### src/rtl/fifo_sync.sv
// fifo_sync: parametrised synchronous FIFO with occupancy count, threshold flags
// and sticky overflow/underflow; read data is registered (one-cycle latency).
module fifo_sync #(
    parameter int WIDTH    = 8,
    parameter int DEPTH    = 4,
    parameter int AF_LEVEL = DEPTH - 1,
    parameter int AE_LEVEL = 1
) (
    input  logic                       clk,
    input  logic                       reset,
    input  logic                       clear,
    input  logic                       wr_en,
    input  logic [WIDTH-1:0]           din,
    input  logic                       rd_en,
    output logic [WIDTH-1:0]           dout,
    output logic                       full,
    output logic                       empty,
    output logic                       almost_full,
    output logic                       almost_empty,
    output logic [$clog2(DEPTH+1)-1:0] count,
    output logic                       overflow,
    output logic                       underflow
);
    localparam int AW = $clog2(DEPTH);
    localparam int CW = $clog2(DEPTH + 1);

    logic [WIDTH-1:0] mem [DEPTH];
    logic [AW-1:0]    wr_ptr, rd_ptr;
    logic             wr_acc, rd_acc;

    assign full         = count == CW'(DEPTH);
    assign empty        = count == '0;
    assign almost_full  = int'(count) >= AF_LEVEL;
    assign almost_empty = int'(count) <= AE_LEVEL;
    // A read frees a slot in the same edge, so a full FIFO still takes a write.
    assign rd_acc = rd_en & ~empty;
    assign wr_acc = wr_en & (~full | rd_acc);

    always_ff @(posedge clk)
        if (reset && !clear && wr_acc) mem[wr_ptr] <= din;

    always_ff @(posedge clk or negedge reset)
        if (!reset) begin
            wr_ptr    <= '0;
            rd_ptr    <= '0;
            count     <= '0;
            dout      <= '0;
            overflow  <= 1'b0;
            underflow <= 1'b0;
        end else if (clear) begin
            wr_ptr    <= '0;
            rd_ptr    <= '0;
            count     <= '0;
            dout      <= '0;
            overflow  <= 1'b0;
            underflow <= 1'b0;
        end else begin
            if (wr_acc) wr_ptr <= wr_ptr + AW'(1);
            if (rd_acc) begin
                rd_ptr <= rd_ptr + AW'(1);
                dout   <= mem[rd_ptr];
            end
            count <= count + CW'(wr_acc) - CW'(rd_acc);
            if (wr_en && !wr_acc) overflow <= 1'b1;
            if (rd_en && !rd_acc) underflow <= 1'b1;
        end
endmodule

### config.mk
export PLATFORM = sky130hd
export DESIGN_NAME = fifo_sync
export DESIGN_NICKNAME = d
export VERILOG_FILES = /design/src/rtl/fifo_sync.sv
export SDC_FILE = /design/constraint.sdc
export NUM_CORES = 1
export LEC_CHECK = 0
export ABC_AREA = 1
export CELL_PAD_IN_SITES_DETAIL_PLACEMENT = 1
export CELL_PAD_IN_SITES_GLOBAL_PLACEMENT = 1
export CORE_ASPECT_RATIO = 0.5
export CORE_MARGIN = 3
export CORE_UTILIZATION = 39
export DETAILED_ROUTE_END_ITERATION = 8
export PLACE_DENSITY = 0.82
export SLEW_MARGIN = 20
export SYNTH_ARGS = -nofsm -noshare
export SYNTH_HDL_FRONTEND = slang
export SYNTH_SLANG_ARGS = --single-unit
### constraint.sdc
create_clock -name clk -period 1.7 [get_ports clk]
set_input_delay 0.425 -clock clk [delete_from_list [all_inputs] [get_ports clk]]
set_output_delay 0.425 -clock clk [all_outputs]
set_load 0.02 [all_outputs]
# ---- Yosys cells after proc, flatten, opt, wreduce, memory -nomap -nowiden
# Memory sizes are Yosys's and may differ from the RTL's.
# Cells that the tools add are included.
dict set report word_totals {
  memories 1
  out_inout_bits 17
  ff_bits 17
  latchBits 0
  mem_bits_ro 0
  ramBits 32
}
# memory words width rd rd_ports_with_merged_regs wr line_no
set mem_list {}
lappend mem_list {mem 4 8 1 0 1 27} ;# logic [WIDTH-1:0] mem [DEPTH];
dict set report classes {
  mux 13
  add_sub_neg 4
  n_lt_le_gt_ge 2
  eq_ne 1
  n_shift 0
  multipliers 0
  n_reduce_logical 12
  bitwise_logic 5
  n_div 0
}
# op count
set ops {}
lappend ops {{2-to-1 mux 8 bit} 2}
lappend ops {{2-to-1 mux 2 bit} 4}
lappend ops {{nonzero test 2 bit} 4}
lappend ops {{2-to-1 mux 1 bit} 6}
lappend ops {{adder 2 x 1 -> 2 bit, second input constant} 2}
lappend ops {{logical AND 1 bit} 4}
lappend ops {{adder 3 x 1 -> 3 bit} 1}
lappend ops {{equality test 3 bit, second input constant} 1}
lappend ops {{>= comparator 3 x 2 -> 1 bit, second input constant} 1}
lappend ops {{less-or-equal comparator 3 x 1 -> 1 bit, second input constant} 1}
lappend ops {{logical NOT 1 bit} 3}
lappend ops {{logical NOT 3 bit} 1}
lappend ops {{2-to-1 mux 3 bit} 1}
lappend ops {{subtractor 3 x 1 -> 3 bit} 1}
lappend ops {{AND 1 bit} 2}
lappend ops {{NOT 1 bit} 2}
lappend ops {{OR 1 bit} 1}

# ---- Depth between registers and ports, before layout
dict set report logic_depth {
  word_depth 9
  mapped_depth 10
}

# ---- Least setup slack after synthesis
# OpenSTA, ideal clock, no wires.
dict set report synth_timing {
  path_type {flip-flop to flip-flop}
  startpoint {register count[1]}
  endpoint {register count[2]}
  setup_ns 0.119
  path_buffers 0
  slack_ns -0.176
  synth_period_minus_slack_ns 1.876
  stages_incl_launch_ff 11
  arrival_time_ns 1.757
  t_required_ns 1.581
  path_cell_list {dfrtp_1 nor2_2 nand2_2 nand2_4 nand3_1 o21ai_0 ha_1 inv_1 fa_1 xnor2_1 nor2_1}
}
dict set report synth_via {
  elab_chain_len 8
  elab_cells_between_ends 10
  cone_classes {2 x add/sub; 1 x eq/ne; 1 x mux; 5 x bitwise; 1 x reduce/logical}
}
# element line_no
set synth_rtl {}
lappend synth_rtl {{start: declaration} 20} ;# output logic [$clog2(DEPTH+1)-1:0] count,
lappend synth_rtl {{start signal: assignment} 63} ;# count <= count + CW'(wr_acc) - CW'(rd_acc);
lappend synth_rtl {{logical NOT 3 bit} 32} ;# assign empty = count == '0;
lappend synth_rtl {{NOT 1 bit} 36} ;# assign rd_acc = rd_en & ~empty;
lappend synth_rtl {{AND 1 bit} 36}
lappend synth_rtl {{OR 1 bit} 37} ;# assign wr_acc = wr_en & (~full | rd_acc);
lappend synth_rtl {{AND 1 bit} 37}
lappend synth_rtl {{adder 3 x 1 -> 3 bit} 63}
lappend synth_rtl {{subtractor 3 x 1 -> 3 bit *} 63}
lappend synth_rtl {{2-to-1 mux 3 bit *} 50} ;# end else if (clear) begin
# Mark *: on every way between the ends. The rest lies on a longest branch, timed or not.
# A chain may end at the register's enable or synchronous reset.

# ---- Final worst setup path
dict set report layout_timing {
  startpoint {register count[2]}
  endpoint {output almost_empty}
}
dict set report layout_via {
  elab_chain_len 1
}
# element line_no
set layout_rtl {}
lappend layout_rtl {{less-or-equal comparator 3 x 1 -> 1 bit} 34} ;# assign almost_empty = int'(count) <= AE_LEVEL;
lappend layout_rtl {{end: declaration} 19} ;# output logic almost_empty,
# Every way passes these cells.

==> impl_metrics.csv <==
group,metric,value,unit
status,status,"finished with violations",
status,violations,"negative setup slack",
power,netSwitchingPower,0.00162,W
clock_tree,cts_buffer_depth,2,
power,ir_drop,0.534,mV
critical_path,worst_ep_required_time,1.27,ns
timing,final.setup.worst_slack,-0.186,ns
cells_and_area,area_growth_syn_to_layout,29.0,%
clock_tree,numCtsBuffers,5,
timing,setup_viol_count_final,5,
grt,antenna_found_initial,0,
clock_tree,cts-htree-levels,2,
logic_synthesis,synth_cell_area,2390,um^2
cells_and_area,commonest_non_fill_non_tap_cell_in_the_layout,"nand2_1",
timing,rsz0062_at_grt,"true",
cells_and_area,post_layout_nonfiller_instances,368,
clock_tree,holdBufCountCts,0,
power,internal_power,0.00284,W
timing,final_max_slew_viol_count,0,
cells_and_area,area.sequential,1390,um^2
logic_synthesis,syn_area_per_cell,10.1,um^2
drt,drtIter0Drc,40,
clock_tree,clk_pin_slew_worst_paths,0.06,ns
power,power_per_cell_area,1450,nW/um^2
timing,relSlewSlack,69.7,%
drt,drt-wirelength-per-cell,15.1,um
critical_path,reg2reg_slack,-0.18,ns
timing,period_minus_slack,1.89,ns
clock_tree,clock-sinks,49,
placement,port_bufs,29,
timing,max_slew.worst_pin.slew,0.455,ns
critical_path,timing.critical_path.slowest_stage_cell,"dfrtp_2",
placement,place_congestion,0.732,
power,standby_leakage_power,1.57,nW
worst_hold_path,worstHoldPathType,"primary input to async pin",
logic_synthesis,count_of_state_elements_after_synthesis,49,
drt,drt_pre_antenna_iters,4,
clock_tree,cts_root_buffer,"clkbuf_16",
drt,antenna_violating_nets_left,0,
drt,totalWireLength,5540,um
critical_path,critical_path.max_stage_delay,0.43,ns
cells_and_area,final_core_util,54.1,%
floorplanning,coreArea,5710,um^2
cells_and_area,finalNetCount,316,
timing,fin_worst_skew,0.00312,ns
logic_synthesis,synth_sequential_area_ratio,57.9,%
clock_tree,clock_insertion_delay_at_the_later_pin_of_the_skew_report,0.29,ns
drt,dr_total_vias,1709,
power,clock_power_share,21.5,%
power,power_frac_comb,43.4,%
grt,maximum_number_of_pins_on_one_net_before_global_route_repair,18,
logic_synthesis,postSynthNetCount,259,
grt,grt_pass1_vias,1907,
clock_tree,cts_tree,"yes",
placement,placed_cells_incl_taps,353,
timing,number_of_hold_violations_in_the_final_report,0,
power,share_seq_of_total_power,35.1,%
critical_path,crit_chain,"buf_4, inv_4, ha_1, nand2_1, a22o_1, buf_6",
cells_and_area,fill_cells,645,
grt,wire_length_of_the_first_global_routing_pass,9160,um
floorplanning,initial_utilization,41.9,%
floorplanning,die_w,117,um
critical_path,worst_ep_arrival_time,1.46,ns
logic_synthesis,yosys_warnings,0,
logic_synthesis,netlist_instances,237,
cells_and_area,multi_input_area,769,um^2
logic_synthesis,unique_masters_post_synth,28,
drt,drc,0,
critical_path,critical_path.startpoint,"count[2]",
power,p_sw_share,36.4,%
drt,routed_via_density,4.64,
critical_path,crit_path_max_fanout,4,
grt,grt.total_usage,17.4,%
floorplanning,fp-row-count,19,
critical_path,reg2reg_depth,9,
cells_and_area,drive_above_1_share,23.1,%
job,cap_viol_max_count,0,
grt,grt_remaining_overflow,0,
cells_and_area,antenna_diode_count,0,
cells_and_area,mostFrequentLayoutCells,"64 x nand2_1, 45 x inv_1, 32 x edfxtp_1",
critical_path,endpoint_kind,"primary output",
floorplanning,ios,30,
floorplanning,die_y_extent,61.4,um
timing,max_freq,530,MHz
floorplanning,die-area,7170,um^2
critical_path,crit-reg2reg-launch,"count[1]",
timing,layout_worst_path_cycle_share,111,%
critical_path,terminus_of_the_critical_flop_to_flop_path,"count[1]",
placement,dpl.hpwl,3850,um
critical_path,timing_worst_setup_path_type,"flop to primary output",
critical_path,startpoint_type_of_the_worst_setup_path,"flop",
==> power groups by stage <==
stage	clock (W)	combinational, W	sequential [W]
global placement	0	0.00164	0.00157
CTS	0.000990	0.00178	0.00157
floorplan	0	0.000935	0.00167
global route	0.00105	0.00212	0.00159
finish	0.000957	0.00194	0.00157
detailed placement	0	0.00172	0.00159
==> synth_stat cells <==
cell type	count	share of area, %
nand2_1	64	10
inv_1	47	7.4
edfxtp_1	32	40
nand3_1	22	4.6
dfrtp_1	17	18
nand3_2	10	4.2
nor2_1	10	1.6
ha_1	8	4.2
buf_6	4	1.9
nand4_1	3	0.78
inv_4	2	0.52
o21ai_0	2	0.42
a21oi_1	1	0.21
a22o_1	1	0.37
buf_12	1	0.84
buf_2	1	0.21
buf_4	1	0.31
fa_1	1	0.84
inv_2	1	0.16
nand2_2	1	0.26
nand2_4	1	0.47
nand3b_4	1	0.84
nor2_2	1	0.26
nor2_4	1	0.47
nor3_1	1	0.21
o21a_1	1	0.31
xnor2_1	1	0.37
xor2_1	1	0.37
==> worst max path at each step <==
| stage | depth (start not counted) | to |
|---|---|---|
| 2_1_floorplan | 10 | count[2] |
| 3_3_place_gp | 10 | count[2] |
| 3_5_place_dp | 10 | count[2] |
| 4_1_cts | 5 | almost_full |
| 5_1_grt | 9 | count[1] |
| 6_report | 6 | almost_empty |
==> sequential cells by signal, indices dropped and copies added (netlist names) <==
signal / cells
count: 3
dout: 8
underflow: 1
mem: 32
wr_ptr: 2
rd_ptr: 2
overflow: 1
==> per-stage QoR <==
| stage | total power (W) | hold WS, ns | setup slack (ns) | setup TNS, ns | cell area (um^2) |
|---|---|---|---|---|---|
| CTS | 0.00434 | 0.508 | -0.146 | -0.584 | 3030 |
| floorplan | 0.00260 | 0.129 | -0.0937 | -0.140 | 2400 |
| finish | 0.00446 | 0.505 | -0.186 | -0.627 | 3090 |
| global placement | 0.00321 | 0.488 | -0.455 | -8.93 | 2860 |
| global route | 0.00476 | 0.535 | -0.262 | -1.13 | 3090 |
| detailed placement | 0.00331 | 0.512 | -0.511 | -10.64 | 2860 |
==> cells by family after synthesis <==
logic type,synth area share (%)
simple gates,23.7
buf+inv,11.3
flops,57.9
fa+ha+maj,5.02
compound gates,1.31
xor+xnor,0.732
==> critical path: cells and delay by family, from the launching register on <==
kind            cells  cell delay, ns
fa+ha+maj           1            0.14
flops               1            0.43
compound gates      1            0.22
simple gates        1            0.05
buf+inv             3            0.34
==> final cells by class <==
| type | instances | area share [%] |
|---|---|---|
| Sequential cell | 49 | 45.0 |
| Clock buffer | 6 | 4.18 |
| Tap cell | 73 | 2.96 |
| Multi-Input combinational cell | 131 | 24.9 |
| Timing Repair Buffer | 57 | 16.1 |
| Clock inverter | 2 | 0.446 |
| Inverter | 50 | 6.32 |
==> timing repair <==
item / CTS / global route
pin swaps: 4 / 1
buffers inserted: 4 / 3
gates resized for setup: 39 / 10
endpoints found under the setup margin: 22 / 11
==> per-layer routing <==
| layer | vias up | GRT usage (%) | routed length [um] |
|---|---|---|---|
| met4 | 0 | 6.86 | 74 |
| li1 | 857 | - | - |
| met1 | 818 | 20.9 | 2520 |
| met3 | 6 | 3.24 | 165 |
| met2 | 28 | 31.6 | 2790 |
| met5 | - | 0 | 0 |
No activity file was read; power rests on OpenSTA's default activity.
